## src/rtl/ringosc_freq_meter.sv

```systemverilog
// Ring-oscillator frequency meter: counts synchronized ro_in rising edges over a
// programmable window of 2^(gate_sel+4) clk cycles and reports a saturating count.
module ringosc_freq_meter #(
    parameter int unsigned CNT_W       = 20,
    parameter int unsigned SYNC_STAGES = 2
) (
    input  logic             clk,
    input  logic             rst,
    input  logic             ro_in,
    input  logic             start,
    input  logic [3:0]       gate_sel,
    output logic [CNT_W-1:0] count,
    output logic             busy,
    output logic             done,
    output logic             ovf
);

    localparam int unsigned TMR_W = 20;
    localparam logic [CNT_W-1:0] CNT_MAX = '1;

    typedef enum logic [1:0] {IDLE, ARM, GATE, DONE} state_t;

    state_t                 state;
    logic [SYNC_STAGES-1:0] sync;
    logic                   prev;
    logic                   edge_det;
    logic [3:0]             gsel;
    logic [TMR_W-1:0]       timer;
    logic [TMR_W-1:0]       window_last;
    logic [4:0]             shamt;
    logic [CNT_W-1:0]       work;
    logic [CNT_W-1:0]       work_nxt;
    logic                   sat;
    logic                   sat_nxt;

    // Plain flop chain into the clk domain, then a one-cycle history for edge detect
    always_ff @(posedge clk or posedge rst) begin
        if (rst) begin
            sync <= '0;
            prev <= 1'b0;
        end else begin
            sync <= {sync[SYNC_STAGES-2:0], ro_in};
            prev <= sync[SYNC_STAGES-1];
        end
    end

    assign edge_det    = sync[SYNC_STAGES-1] & ~prev;
    assign shamt       = {1'b0, gsel} + 5'd4;
    assign window_last = (TMR_W'(1) << shamt) - TMR_W'(1);

    // Saturating increment; any attempt at full scale flags overflow
    always_comb begin
        work_nxt = work;
        sat_nxt  = sat;
        if (edge_det) begin
            if (work == CNT_MAX) begin
                sat_nxt = 1'b1;
            end else begin
                work_nxt = work + CNT_W'(1);
            end
        end
    end

    always_ff @(posedge clk or posedge rst) begin
        if (rst) begin
            state <= IDLE;
            gsel  <= '0;
            timer <= '0;
            work  <= '0;
            sat   <= 1'b0;
            count <= '0;
            ovf   <= 1'b0;
            done  <= 1'b0;
            busy  <= 1'b0;
        end else begin
            done <= 1'b0;
            case (state)
                IDLE: begin
                    if (start) begin
                        gsel  <= gate_sel;
                        work  <= '0;
                        sat   <= 1'b0;
                        timer <= '0;
                        busy  <= 1'b1;
                        state <= ARM;
                    end
                end
                ARM: begin
                    // Let the synchronizer flush stale history before counting
                    if (timer == TMR_W'(SYNC_STAGES)) begin
                        timer <= '0;
                        state <= GATE;
                    end else begin
                        timer <= timer + TMR_W'(1);
                    end
                end
                GATE: begin
                    work <= work_nxt;
                    sat  <= sat_nxt;
                    if (timer == window_last) begin
                        count <= work_nxt;
                        ovf   <= sat_nxt;
                        done  <= 1'b1;
                        state <= DONE;
                    end else begin
                        timer <= timer + TMR_W'(1);
                    end
                end
                DONE: begin
                    busy  <= 1'b0;
                    state <= IDLE;
                end
                default: begin
                    busy  <= 1'b0;
                    state <= IDLE;
                end
            endcase
        end
    end

endmodule

```

## config.mk

```make
export PLATFORM = sky130hd
export DESIGN_NAME = ringosc_freq_meter
export DESIGN_NICKNAME = d
export VERILOG_FILES = /design/src/rtl/ringosc_freq_meter.sv
export SDC_FILE = /design/constraint.sdc
export NUM_CORES = 1
export LEC_CHECK = 0
export BUFFER_PORTS_ARGS = -buffer_cell sky130_fd_sc_hd__clkbuf_2
export CORE_MARGIN = 3
export CORE_UTILIZATION = 46
export CTS_CLUSTER_SIZE = 25
export DETAILED_ROUTE_END_ITERATION = 6
export PLACE_DENSITY = 0.66
export SLEW_MARGIN = 20
export SYNTH_ARGS = -nofsm -noshare
export SYNTH_HDL_FRONTEND = slang
export SYNTH_SLANG_ARGS = --single-unit
export TNS_END_PERCENT = 100
```

## constraint.sdc

```tcl
create_clock -name clk -period 6.3 [get_ports clk]
set_input_delay 0.315 -clock clk [delete_from_list [all_inputs] [get_ports clk]]
set_output_delay 0.315 -clock clk [all_outputs]
set_load 0.005 [all_outputs]
```

==> results of run 1 <==
## synthesized netlist by cell type, types with 2 or more instances
master,number
dfrtp_1,73
o21ai_0,65
nand2_1,61
nor2_1,31
clkbuf_1,26
xnor2_1,21
and3_1,19
inv_1,15
nand3_1,15
o31ai_1,14
a21oi_1,13
ha_1,13
nand4_1,11
a31oi_1,10
nand2b_1,10
xor2_1,9
nor3_1,8
nor4_1,8
o21ai_1,8
buf_2,7
mux2_2,7
nor2b_1,6
a32o_1,5
and2_1,5
and4_1,5
o211ai_1,5
o2bb2ai_1,5
a211o_1,3
nor3b_1,3
o41ai_1,3
or4_1,3
a21o_1,2
a22o_1,2
and2_0,2
and4b_1,2
mux2i_1,2
nand3b_1,2
o21a_1,2
o22ai_1,2
or3_1,2
## flip-flops by register name, summed over array words and instances, names as in the netlist
name,flops
count,20
timer,20
work,20
gsel,4
state,2
sync,2
busy,1
done,1
ovf,1
prev,1
sat,1
## power breakdown
part / total, W / internal [W] / switching [W]
logic: 0.000900 / 0.000343 / 0.000558
registers: 0.000593 / 0.000510 / 0.0000834
clock network: 0.000443 / 0.000240 / 0.000203
## kinds of logic (layout without fill, tap and decap cells)
| group | after synthesis | count (layout) | share of synthesized area, % |
|---|---|---|---|
| fa+ha+maj | 13 | 13 | 3.56 |
| simple gates | 204 | 204 | 23.6 |
| flops | 73 | 73 | 39.9 |
| xor+xnor | 30 | 30 | 5.74 |
| compound gates | 150 | 150 | 20.4 |
| mux | 9 | 9 | 2.16 |
| buf+inv | 51 | 65 | 4.62 |
## per-stage QoR
stage | worst slack, ns | hold WS, ns | total power [W] | cells | instance area (um^2)
after CTS | 1.26 | 0.0465 | 0.00194 | 673 | 5000
after global placement | 1.36 | 0.281 | 0.00148 | 656 | 4760
after global routing | 0.757 | 0.0570 | 0.00208 | 673 | 5000
after floorplan | 2.02 | 0.331 | 0.00129 | 530 | 4570
final | 1.20 | 0.0603 | 0.00194 | 673 | 5000
after detailed placement | 1.28 | 0.283 | 0.00149 | 656 | 4760
## final cells by class
class / count / area [um^2]
clock buffers: 10 / 138
clock inverters: 6 / 97.6
inverters: 15 / 56.3
multi-input cells: 406 / 2540
flip-flops and latches: 73 / 1830
repair buffers: 34 / 183
fillers: 909 / 4450
well taps: 129 / 161
## metal layers
metal / track usage (%) / wire (um) / vias to the layer above / part of all wire (%)
met5: 0 / 0 / - / 0
met4: 7.86 / 216 / 0 / 2.0
met3: 3.00 / 550 / 18 / 5.0
met2: 34.6 / 5290 / 127 / 48
met1: 26.6 / 5010 / 1922 / 45
li1: - / - / 1933 / -
## repair_timing
item / CTS / global route
hold buffers: 1 / 0
setup endpoints to repair: 0 / 0
hold endpoints to repair: 14 / 0
## how the worst max path moves through the flow
stage / startpoint / endpoint / cells after the start
2_1_floorplan: gsel[2] / count[19] / 19
3_3_place_gp: gsel[2] / count[19] / 14
3_5_place_dp: gsel[2] / count[19] / 15
4_1_cts: gsel[2] / count[19] / 15
5_1_grt: gsel[2] / count[19] / 15
6_report: gsel[2] / count[19] / 15
==> metrics.txt, run 1 <==
IO Pins 31; via count around 4.0k; cell mode on critical path ha_1; Initial Utilization between 40 and 50%; DRC 0; power density over the cells approximately 390 nW/um^2; fraction of synthesis flops using an asynchronous set or reset pin between 90% and 100%; CP Buf/Inv Count 2; remaining antenna violation count after routing 0; static leakage 2.18 nW; number of global-route vias before repair approximately 3.8k; most common library cell in the layout ignoring fill and taps dfrtp_1; family with the most delay on the worst path simple AND/OR/NAND/NOR gates; top cells by area, synth dfrtp_1, o21ai_0, nand2_1; clock sinks 73; crit end category flip-flop; cells traversed along the worst timing path inv_1 > ha_1 > nand2b_1 > nor2_1 > nand3_1 > ha_1 > xnor2_1 > a31oi_1 > and4b_1 > o22ai_1 > or4b_1 > or4_1 > buf_4 > nor3_1 > a21oi_1; worst max-slew margin expressed relative to the limit around 40%; Die Height approximately 110 um; post-route minimum period around 5.1 ns; Post-Synthesis Cells 530; TNS Setup 0 ns; Via-to-Cell Ratio between 5 and 6; category of the most critical setup path reg -> reg; hold path depth 1; clock-pin slew of the registers on the worst-case setup and hold paths about 0.090 ns; number of nets in the synthesized netlist 551; number of synthesis warnings 0; Global Route Usage Sum 20.5%; share of the clock period used by the worst path roughly four fifths; Slowest cell on crit path dfrtp_1; routability cong. roughly 0.83; DRT Wirelength between 10,000 and 15,000 um; Finished Core Util 52.9%; placement row count 35; data arrival time of the critical path 5.34 ns; htree depth 3; die width 106 um; TritonCTS clock tree yes; clock tree root driver cell clkbuf_8; worst r2r src gsel[2]; reg-to-reg slack, setup 1.20 ns; final count of hold timing violations 0; maximum clock rate a little under 200 MHz; startpoint of the lowest-slack hold path ro_in; number of gates resized after cts 0; floorplan die area between 10,000 and 15,000 um^2; path depth of the worst reg2reg path 15; total standard cell area after synthesis 4570 um^2; slew at the pin closest to its max-slew limit 0.894 ns; max-capacitance violation count 0; Worst path max stage delay ~0.74 ns; setup violators final 0; highest ir drop seen on vdd approximately 0.24 mV; required time worst endpoint around 6.5 ns; clock insertion delay at the later pin of the skew report 0.36 ns; wire length of the first global-routing pass between 15,000 and 20,000 um; ratio of cells with drive above 1 in the final layout 11.9%; largest net degree at the start of global routing 60; Crit Reg-Reg Endpoint count[19]; Primary FF master, synth dfrtp_1; detailed router's first-iteration violation count about 230; critical path peak fanout 35; Avg Inst Size Synth around 8.6 um^2; RSZ-0062 raised after global routing no; Total Nets Final 560; nature of the critical path startpoint flip-flop; initial antenna violation count 0; number of CTS-inserted buffers 9; Remaining Overflow, GRT 0; library cell occupying the most area in the post-synthesis netlist dfrtp_1; Ant. Diodes 0; Routed wire per std cell between 15 and 20 um; outcome finished clean; count of different cell masters after synthesis 65; clock skew 0.0107 ns; Floorplan Core Area ~9500 um^2; Max clock buf depth 2; commonest non-fill, non-tap cells in the layout dfrtp_1, o21ai_0, nand2_1; sequential cell area fraction in the yosys report between 30% and 40%; number of synthesized flops with an enable pin 0; signed area change from the synthesized netlist to the final layout 9.41%; Synth Register Bits 73; Worst Hold Endpoint sync[0]; Setup Buffers After CTS 0; share of the synthesized area in the top cell type roughly 40%; type of the most critical hold path in -> reg; final slew viol count 0; count of buffers from port buffering 30; first-pass detailed-route iteration total 7; dpl hpwl 7570 um
Note: power is estimated with default switching activity, not from simulation.
==> run 2: changes to the inputs <==
==> constraint.sdc (replaced) <==
create_clock -name clk -period 4.9 [get_ports clk]
set_input_delay 0.245 -clock clk [delete_from_list [all_inputs] [get_ports clk]]
set_output_delay 0.245 -clock clk [all_outputs]
set_load 0.005 [all_outputs]
==> metrics.txt, run 2 (synthesized netlist as in run 1, its figures left out) <==
outcome finished clean (unchanged); TritonCTS clock tree yes (unchanged); family with the most delay on the worst path simple AND/OR/NAND/NOR gates (unchanged); max-capacitance violation count 0 (unchanged); number of standard cells in the final layout excluding fillers 679 (was 673); detailed router's first-iteration violation count 222 (was 234); via count 3,949 (was 4,000); DRT Wirelength 11,100 um (about the same); setup violators final 0 (unchanged); worst max-slew margin expressed relative to the limit 38.9% (was 40.2%); highest ir drop seen on vdd 0.397 mV (was 0.243 mV); count of buffers from port buffering 30 (unchanged); crit end category flip-flop (unchanged); IO Pins 31 (unchanged); clock power share 21.2% (was 22.9%); required time worst endpoint 5.12 ns (was 6.54 ns); die width 106 um (unchanged); origin of the worst setup path gsel[2] (unchanged); post-route minimum period 4.50 ns (was 5.10 ns); worst r2r src gsel[2] (unchanged); clock skew 0.0136 ns (was 0.0107 ns); CP Buf/Inv Count 2 (unchanged); clock insertion delay at the later pin of the skew report 0.34 ns (was 0.36 ns); number of CTS-inserted buffers 9 (unchanged); most common library cell in the layout ignoring fill and taps dfrtp_1 (unchanged); data arrival time of the critical path 4.72 ns (was 5.34 ns); number of global-route vias before repair 3,681 (was 3,821); placement row count 35 (unchanged); signed area change from the synthesized netlist to the final layout 10.1% (was 9.41%); maximum clock rate 222 MHz (was 196 MHz); switching share of power 43.4% (was 43.6%); Ant. Diodes 0 (unchanged); static leakage 2.20 nW (was 2.18 nW); Floorplan Core Area 9460 um^2 (unchanged); floorplan die area 11,200 um^2 (unchanged); critical path peak fanout 35 (unchanged); cells traversed along the worst timing path buf_4 > or4b_2 > nand2b_1 > ha_1 > nor3b_1 > a21oi_1 > o22ai_1 > xnor2_1 > or4b_1 > or4_1 > buf_4 > nor3_1 > a21oi_1 (was inv_1 > ha_1 > nand2b_1 > nor2_1 > nand3_1 > ha_1 > xnor2_1 > a31oi_1 > and4b_1 > o22ai_1 > or4b_1 > or4_1 > buf_4 > nor3_1 > a21oi_1); Seq pwr share 28.2% (was 30.6%); nature of the critical path startpoint flip-flop (unchanged); first-pass detailed-route iteration total 5 (was 7); dpl hpwl 7660 um (was 7570 um); cell count after placement 663 (was 656); routability cong. 0.924 (was 0.833); Initial Utilization 48.4% (unchanged); Routed wire per std cell 16.3 um (was 16.4 um); Psw 0.00109 W (was 0.000844 W); Slowest cell on crit path or4_1 (was dfrtp_1); type of the most critical hold path in -> reg (unchanged); wire length of the first global-routing pass 18,500 um (was 18,700 um); DRC 0 (unchanged); remaining antenna violation count after routing 0 (unchanged); Comb pwr share 50.6% (was 46.5%); ratio of cells with drive above 1 in the final layout 12.9% (was 11.9%); Worst path max stage delay 0.67 ns (was 0.74 ns); Top Registers count: 20 flops, timer: 20 flops, work: 20 flops (unchanged); clock-pin slew of the registers on the worst-case setup and hold paths 0.09 ns (about the same); Setup Buffers After CTS 0 (unchanged); Max clock buf depth 2 (unchanged); Die Height 106 um (unchanged); power density over the cells 497 nW/um^2 (was 387 nW/um^2); slew at the pin closest to its max-slew limit 0.917 ns (was 0.894 ns); dpl ws 0.461 ns (was 1.28 ns); startpoint of the lowest-slack hold path start (was ro_in); Via-to-Cell Ratio 5.82 (was 5.94); category of the most critical setup path reg -> reg (unchanged); Total Nets Final 567 (was 560); TNS Setup 0 ns (unchanged); final count of hold timing violations 0 (unchanged); Global Route Usage Sum 20.3% (was 20.5%); commonest non-fill, non-tap cells in the layout dfrtp_1, o21ai_0, nand2_1 (unchanged); htree depth 3 (unchanged); initial antenna violation count 0 (unchanged); share of the clock period used by the worst path 91.8% (was 81.0%); Remaining Overflow, GRT 0 (unchanged); clock sinks 73 (unchanged); largest net degree at the start of global routing 74 (was 60); Pint 0.00142 W (was 0.00109 W); setup ws final 0.403 ns (was 1.20 ns); RSZ-0062 raised after global routing no (unchanged); final slew viol count 0 (unchanged); clock tree root driver cell clkbuf_8 (unchanged)
[run 2: metal layers]
layer	part of all wire [%]	vias up	global-route usage, %
li1	-	1940	-
met1	47	1910	27.7
met2	48	85	33.1
met3	3.5	14	2.76
met4	1.5	0	7.12
met5	0	-	0
[run 2: path summary, 6_finish.rpt]
check | to | slack (ns) | cells after the start
setup reg to reg | count[19] | 0.40 | 13
hold / removal | sat | 0.10 | 2
max in group asynchronous | count[4] | 4.15 | 3
setup / recovery | count[19] | 0.40 | 13
min in group asynchronous | gsel[2] | 0.15 | 3
hold reg to reg | sync[1] | 0.36 | 0
[run 2: metrics by stage]
step / hold slack, ns / utilization, % / cell area [um^2] / power (W)
2_1_floorplan: 0.276 / - / 4570 / 0.00165
3_3_place_gp: 0.335 / 50.9 / 4810 / 0.00194
3_5_place_dp: 0.343 / 50.9 / 4810 / 0.00196
4_1_cts: 0.0924 / 53.3 / 5040 / 0.00250
5_1_grt: 0.115 / 53.3 / 5040 / 0.00268
6_report: 0.104 / 53.3 / 5040 / 0.00250
[run 2: what timing repair did]
action | CTS | global route
endpoints found under the hold margin | 1 | 0
endpoints found under the setup margin | 0 | 0
hold buffers | 1 | 0
resized for setup | 0 | 0
[run 2: final cells by class]
cell class / instances / area (um^2)
Fill cell: 879 / 4420
Multi-Input combinational cell: 406 / 2540
Sequential cell: 73 / 1830
Timing Repair Buffer: 41 / 235
Tap cell: 129 / 161
Clock buffer: 9 / 124
Clock inverter: 6 / 92.6
Inverter: 15 / 56.3
[run 2: power groups by stage]
stage	sequential [W]	clock (W)	combinational, W
global placement	0.000714	0	0.00123
global route	0.000716	0.000565	0.00140
CTS	0.000706	0.000545	0.00125
floorplan	0.000717	0	0.000936
detailed placement	0.000720	0	0.00124
finish	0.000706	0.000531	0.00127
[run 2: worst register-to-register path: stages (launching register included)]
cell and delay, ns:
dfrtp_1 0.40, buf_4 0.25, or4b_2 0.65, nand2b_1 0.18
ha_1 0.39, nor3b_1 0.33, a21oi_1 0.11, o22ai_1 0.18
xnor2_1 0.16, or4b_1 0.47, or4_1 0.67, buf_4 0.32
nor3_1 0.21, a21oi_1 0.06
